==> src/rtl/load_store_unit.sv <==
// RV32I load/store unit: one request at a time, single-cycle bus access, registered response.
// Misaligned requests bypass the bus and answer one cycle after acceptance.
module load_store_unit (
  input  logic        clk,
  input  logic        rst_n,
  input  logic        flush,
  input  logic        req_valid,
  output logic        req_ready,
  input  logic        req_store,
  input  logic [2:0]  req_funct3,
  input  logic [31:0] req_addr,
  input  logic [31:0] req_wdata,
  input  logic [4:0]  req_rd,
  output logic        resp_valid,
  output logic [4:0]  resp_rd,
  output logic [31:0] resp_data,
  output logic        resp_exc,
  output logic [3:0]  resp_cause,
  output logic [31:0] resp_badaddr,
  output logic        bus_rw,
  output logic [1:0]  bus_len,
  output logic [31:0] bus_addr,
  output logic [31:0] bus_write,
  input  logic [31:0] bus_read,
  input  logic        bus_exception
);

  typedef enum logic [1:0] {StIdle, StAccess, StDone} state_e;

  state_e      state;
  logic        store_q;
  logic        unsigned_q;
  logic [4:0]  rd_q;
  logic        resp_pulse_q;

  logic [1:0]  dec_size;
  logic        dec_unsigned;
  logic        dec_misaligned;
  logic [31:0] dec_mask;
  logic [31:0] load_ext;

  assign req_ready  = (state == StIdle) && !flush;
  // A flush arriving while the response is up still has to kill it.
  assign resp_valid = resp_pulse_q && !flush;

  // Width decode; unlisted encodings fall back to a word access.
  always_comb begin
    dec_size     = 2'd2;
    dec_unsigned = 1'b0;
    case (req_funct3)
      3'b000: dec_size = 2'd0;
      3'b001: dec_size = 2'd1;
      3'b100: if (!req_store) begin
        dec_size     = 2'd0;
        dec_unsigned = 1'b1;
      end
      3'b101: if (!req_store) begin
        dec_size     = 2'd1;
        dec_unsigned = 1'b1;
      end
      default: dec_size = 2'd2;
    endcase
    dec_misaligned = ((dec_size == 2'd1) && req_addr[0]) ||
                     ((dec_size == 2'd2) && (req_addr[1:0] != 2'b00));
    case (dec_size)
      2'd0:    dec_mask = 32'h0000_00ff;
      2'd1:    dec_mask = 32'h0000_ffff;
      default: dec_mask = 32'hffff_ffff;
    endcase
  end

  always_comb begin
    case (bus_len)
      2'd0:    load_ext = {{24{bus_read[7] & ~unsigned_q}}, bus_read[7:0]};
      2'd1:    load_ext = {{16{bus_read[15] & ~unsigned_q}}, bus_read[15:0]};
      default: load_ext = bus_read;
    endcase
  end

  always_ff @(posedge clk or negedge rst_n) begin
    if (!rst_n) begin
      state        <= StIdle;
      store_q      <= 1'b0;
      unsigned_q   <= 1'b0;
      rd_q         <= '0;
      resp_pulse_q <= 1'b0;
      resp_rd      <= '0;
      resp_data    <= '0;
      resp_exc     <= 1'b0;
      resp_cause   <= '0;
      resp_badaddr <= '0;
      bus_rw       <= 1'b0;
      bus_len      <= '0;
      bus_addr     <= '0;
      bus_write    <= '0;
    end else begin
      case (state)
        StIdle: begin
          if (req_valid && req_ready) begin
            store_q    <= req_store;
            unsigned_q <= dec_unsigned;
            rd_q       <= req_rd;
            if (dec_misaligned) begin
              resp_pulse_q <= 1'b1;
              resp_rd      <= '0;
              resp_data    <= '0;
              resp_exc     <= 1'b1;
              resp_cause   <= req_store ? 4'd6 : 4'd4;
              resp_badaddr <= req_addr;
              state        <= StDone;
            end else begin
              bus_rw    <= req_store;
              bus_len   <= dec_size;
              bus_addr  <= req_addr;
              bus_write <= req_wdata & dec_mask;
              state     <= StAccess;
            end
          end
        end
        StAccess: begin
          bus_rw       <= 1'b0;
          bus_len      <= '0;
          bus_addr     <= '0;
          bus_write    <= '0;
          resp_pulse_q <= !flush;
          if (bus_exception) begin
            resp_rd      <= '0;
            resp_data    <= '0;
            resp_exc     <= 1'b1;
            resp_cause   <= store_q ? 4'd7 : 4'd5;
            resp_badaddr <= bus_addr;
          end else begin
            resp_rd      <= store_q ? 5'd0 : rd_q;
            resp_data    <= store_q ? 32'd0 : load_ext;
            resp_exc     <= 1'b0;
            resp_cause   <= '0;
            resp_badaddr <= '0;
          end
          state <= StDone;
        end
        StDone: begin
          resp_pulse_q <= 1'b0;
          state        <= StIdle;
        end
        default: state <= StIdle;
      endcase
    end
  end

endmodule

==> config.mk <==
export PLATFORM = sky130hd
export DESIGN_NAME = load_store_unit
export DESIGN_NICKNAME = d
export VERILOG_FILES = /design/src/rtl/load_store_unit.sv
export SDC_FILE = /design/constraint.sdc
export NUM_CORES = 1
export LEC_CHECK = 0
export BUFFER_PORTS_ARGS = -buffer_cell sky130_fd_sc_hd__buf_2
export CORE_MARGIN = 2
export CORE_UTILIZATION = 40
export DETAILED_ROUTE_END_ITERATION = 7
export GPL_TIMING_DRIVEN = 0
export PLACE_DENSITY = 0.8
export SETUP_SLACK_MARGIN = 0.02
export SYNTH_ARGS = -nofsm -noshare
export SYNTH_HDL_FRONTEND = slang
export SYNTH_SLANG_ARGS = --single-unit
==> constraint.sdc <==
create_clock -name clk -period 3.6 [get_ports clk]
set_clock_uncertainty 0.05 [all_clocks]
set_input_delay 0 -clock clk [delete_from_list [all_inputs] [get_ports clk]]
set_output_delay 0 -clock clk [all_outputs]
set_load 0.05 [all_outputs]
==> summary.md <==
| Metric | Value |
|---|---|
| Status | finished clean |
| Register area share after synthesis | 61.1% |
| Synth Area in Adders | 0% |
| Crit path capture type | flip-flop |
| Gpl congestion | about 0.80 |
| Wire per inst | between 15 and 20 microns |
| Bufs and invs on worst path | 3 |
| P_leak | 4.81 nW |
| Worst IR drop on VDD | between 0.4 and 0.5 mV |
| Largest family of logic cells by synthesized area | compound AO/OA/AOI/OAI gates |
| Power density over the cells | between 700 and 800 nW/um^2 |
| Mapped Area | 6100 sq um |
| RSZ-0062 raised after global routing | no |
| CTS Sinks | ~150 |
| CP Cell Sequence | or4b_1, buf_2, a21oi_2, o21bai_1, clkbuf_1, buf_1, a22o_1 |
| Period utilization | a little over 70% |
| Ys async rst share | 100% |
| Num ports | roughly 250 |
| Wire length on met2 | 9.66 mm |
| R2R Path Start | state[0] |
| Final slew viol count | 0 |
| HPWL Detailed | roughly 12 mm |
| Design Area, Final | a little over 9000 sq um |
| DRC | 0 |
| Core area | between 15000 and 20000 sq um |
| Synth Area in XOR/XNOR | 0% |
| Flop and latch count out of synthesis | 149 |
| Flop-to-flop setup slack | 1060 ps |
| Yosys top cell by area | dfrtp_1 |
| Metal-1 WL | between 7 and 8 mm |
| H-tree levels | 4 |
| HP Class | in -> reg |
| Num CTS Buffers | 17 |
| Syn_area_per_cell | roughly 12 sq um |
| Most frequent cell after synthesis | dfrtp_1 |
| Post-synth top cells | 149 x dfrtp_1, 87 x a22o_1, 77 x nand2_1, 42 x o21ai_0, 28 x mux2_1 |
| Share of layout cells above drive strength 1 | around a third |
| Depth of the most critical reg-to-reg path | 7 |
| Maximum number of pins on one net before global-route repair | 84 |
| Starting Density | about two fifths |
| Final wirelength | 19.2 mm |
| Number of global-route vias before repair | around 6000 |
| Setup tns final | 0 ps |
| Synth Area in Compound Gates | about 20% |
| Top Layer Used | met4 |
| Min-delay src | req_funct3[0] |
| Final Hold Viols | 0 |
| Maxcap violations | 0 |
| Grt ovf | 0 |
| Top cell family by delay on the critical path | buffers and inverters |
| # port buffers | 250 |
| Worst-path clk slew | 60 ps |
| Yosys cell types | 35 |
| Final #Nets | just under 1000 |
| Initial antenna violation count | 0 |
| Via/cell ratio | 5.19 |
| Top_reg_cell synth | dfrtp_1 |
| CP Max Fanout | 10 |
| Worst Path Arrival | 2790 ps |
| Met3 WL | 1.18 mm |
| Die height | between 100 and 150 microns |
| End of the worst hold path | bus_len[0] |
| Clock latency on the worst-skew pair | 410 ps |
| Minimum clock period | 2540 ps |
| CTS tree | done |
| Hold depth | 3 |
| Worst rel slew slack | between 50% and 60% |
| Area delta synth->final | 52.5% |
| First-pass GRT wire length | about 30 mm |
| Mux cell area share after synthesis | under 10% |
| Worst endpoint required time | between 3000 and 4000 ps |
| Die X | roughly 130 microns |
| Synthesized-area fraction occupied by and/or/nand/nor cells | under 10% |
| Post-synth top area share | about 61% |
| GRT Total Usage | 23.7% |
| Full die area | 16300 sq um |
| First-pass iteration count of the detailed router | 5 |
| Ant. Diodes | 0 |
| Root Buffer | clkbuf_16 |
| # setup viols final | 0 |
| Max Freq | roughly 0.39 GHz |
| CP max-delay cell | or4b_1 |
| WS Path Type | reg -> reg |
| Top post-synthesis cells by area | dfrtp_1 61%, a22o_1 12%, mux2_1 5.2%, nand2_1 4.7%, o21ai_0 3.4% |
| Setup crit start kind | flip-flop |
| Post-DRT Antenna Nets | 0 |
| Post-synth EDFFs | 0 |
| # rows | 45 |
| DR iter-0 viols | ~250 |
| Post-CTS sizing | 0 |
| Vias | 5592 |
| Max stage delay on crit path | 520 ps |
| Worst Max-Slew Pin Slew | roughly 650 ps |
| R2r endpoint | bus_addr[5] |
| Final core occ | approximately three fifths |
| Cell count after synthesis | 501 |
| Syn. warnings | 0 |
| Critical path origin | state[0] |
| Placed inst area | approximately 7600 sq um |
| CTS Buffer Depth | 2 |
| Post-Syn Nets | just over 600 |
through the flow:
stage | hold slack (ps) | total power [mW] | instances | setup WS [ps]
2_1_floorplan | -346 | 4.15 | 501 | 1420
6_report | 64.3 | 6.79 | 1077 | 1060
4_1_cts | 45.3 | 6.80 | 1077 | 1050
3_3_place_gp | 168 | 4.79 | 939 | 291
3_5_place_dp | -11.2 | 4.84 | 940 | 1040
5_1_grt | 137 | 7.06 | 1077 | 883
registers in the layout (all words and copies together), names as in the netlist:
name          flops
bus_rw            1
resp_data        32
store_q           1
resp_rd           5
state             2
rd_q              5
resp_cause        3
unsigned_q        1
bus_write        32
bus_addr         32
resp_badaddr     32
resp_pulse_q      1
bus_len           2
how the worst max path moves through the flow:
stage | depth (start not counted) | slack [ps] | end
finish | 7 | 1060 | bus_addr[5]
global route | 6 | 880 | resp_data[29]
CTS | 7 | 1050 | bus_addr[4]
detailed placement | 7 | 1040 | bus_addr[4]
global placement | 1 | 290 | bus_addr[16]
floorplan | 7 | 1420 | resp_badaddr[10]
layout by cell type, fill, tap and decap left out, types with 3 or more instances in the layout:
cell type      netlist  routed
mux2_1              28      28
o2bb2ai_1           16      16
buf_1                5       5
buf_4                4       4
nand2_1             77      77
o21ai_0             42      42
bufinv_16            0       4
buf_2                5     254
inv_1                3       3
mux2_2              11      11
dfrtp_1            149     149
nor2b_1             17      17
clkbuf_1            25      28
dlygate4sd3_1        0     107
a22o_1              87      87
clkbuf_16            0      17
buf_6                4       5
logic make-up after synthesis:
logic type,count (synthesis)
flops,149
simple gates,106
buf+inv,47
mux,40
compound gates,158
other cells,1
final cells by class:
type,instances,area [sq um]
fillers,1160,5730
flip-flops and latches,149,3730
repair buffers,358,2360
multi-input cells,305,2150
clock buffers,22,464
well taps,188,235
plain buffers,43,213
clock inverters,8,150
inverters,4,15.0
worst reg2reg max path, cell delays in order, from the launching register on:
cell,delay (ps)
dfrtp_1,470
or4b_1,520
buf_2,220
a21oi_2,140
o21bai_1,110
clkbuf_1,290
buf_1,360
a22o_1,270
where the power goes:
| group | switching [mW] | total, mW | internal (mW) |
|---|---|---|---|
| registers | 0.248 | 2.31 | 2.06 |
| clock network | 0.669 | 1.86 | 1.19 |
| logic | 1.89 | 2.62 | 0.728 |
| total | 2.81 | 6.79 | 3.98 |
routing by layer:
| layer | vias up | track usage [%] |
|---|---|---|
| li1 | 2573 | - |
| met1 | 2739 | 29.0 |
| met2 | 240 | 40.7 |
| met3 | 40 | 5.11 |
| met4 | 0 | 9.89 |
| met5 | - | 0 |
timing repair:
item                                   in CTS  in global routing
setup buffers                               0                  0
hold buffers                              107                  0
endpoints found under the hold margin     204                  0
Note: power is estimated with default switching activity, not from simulation.
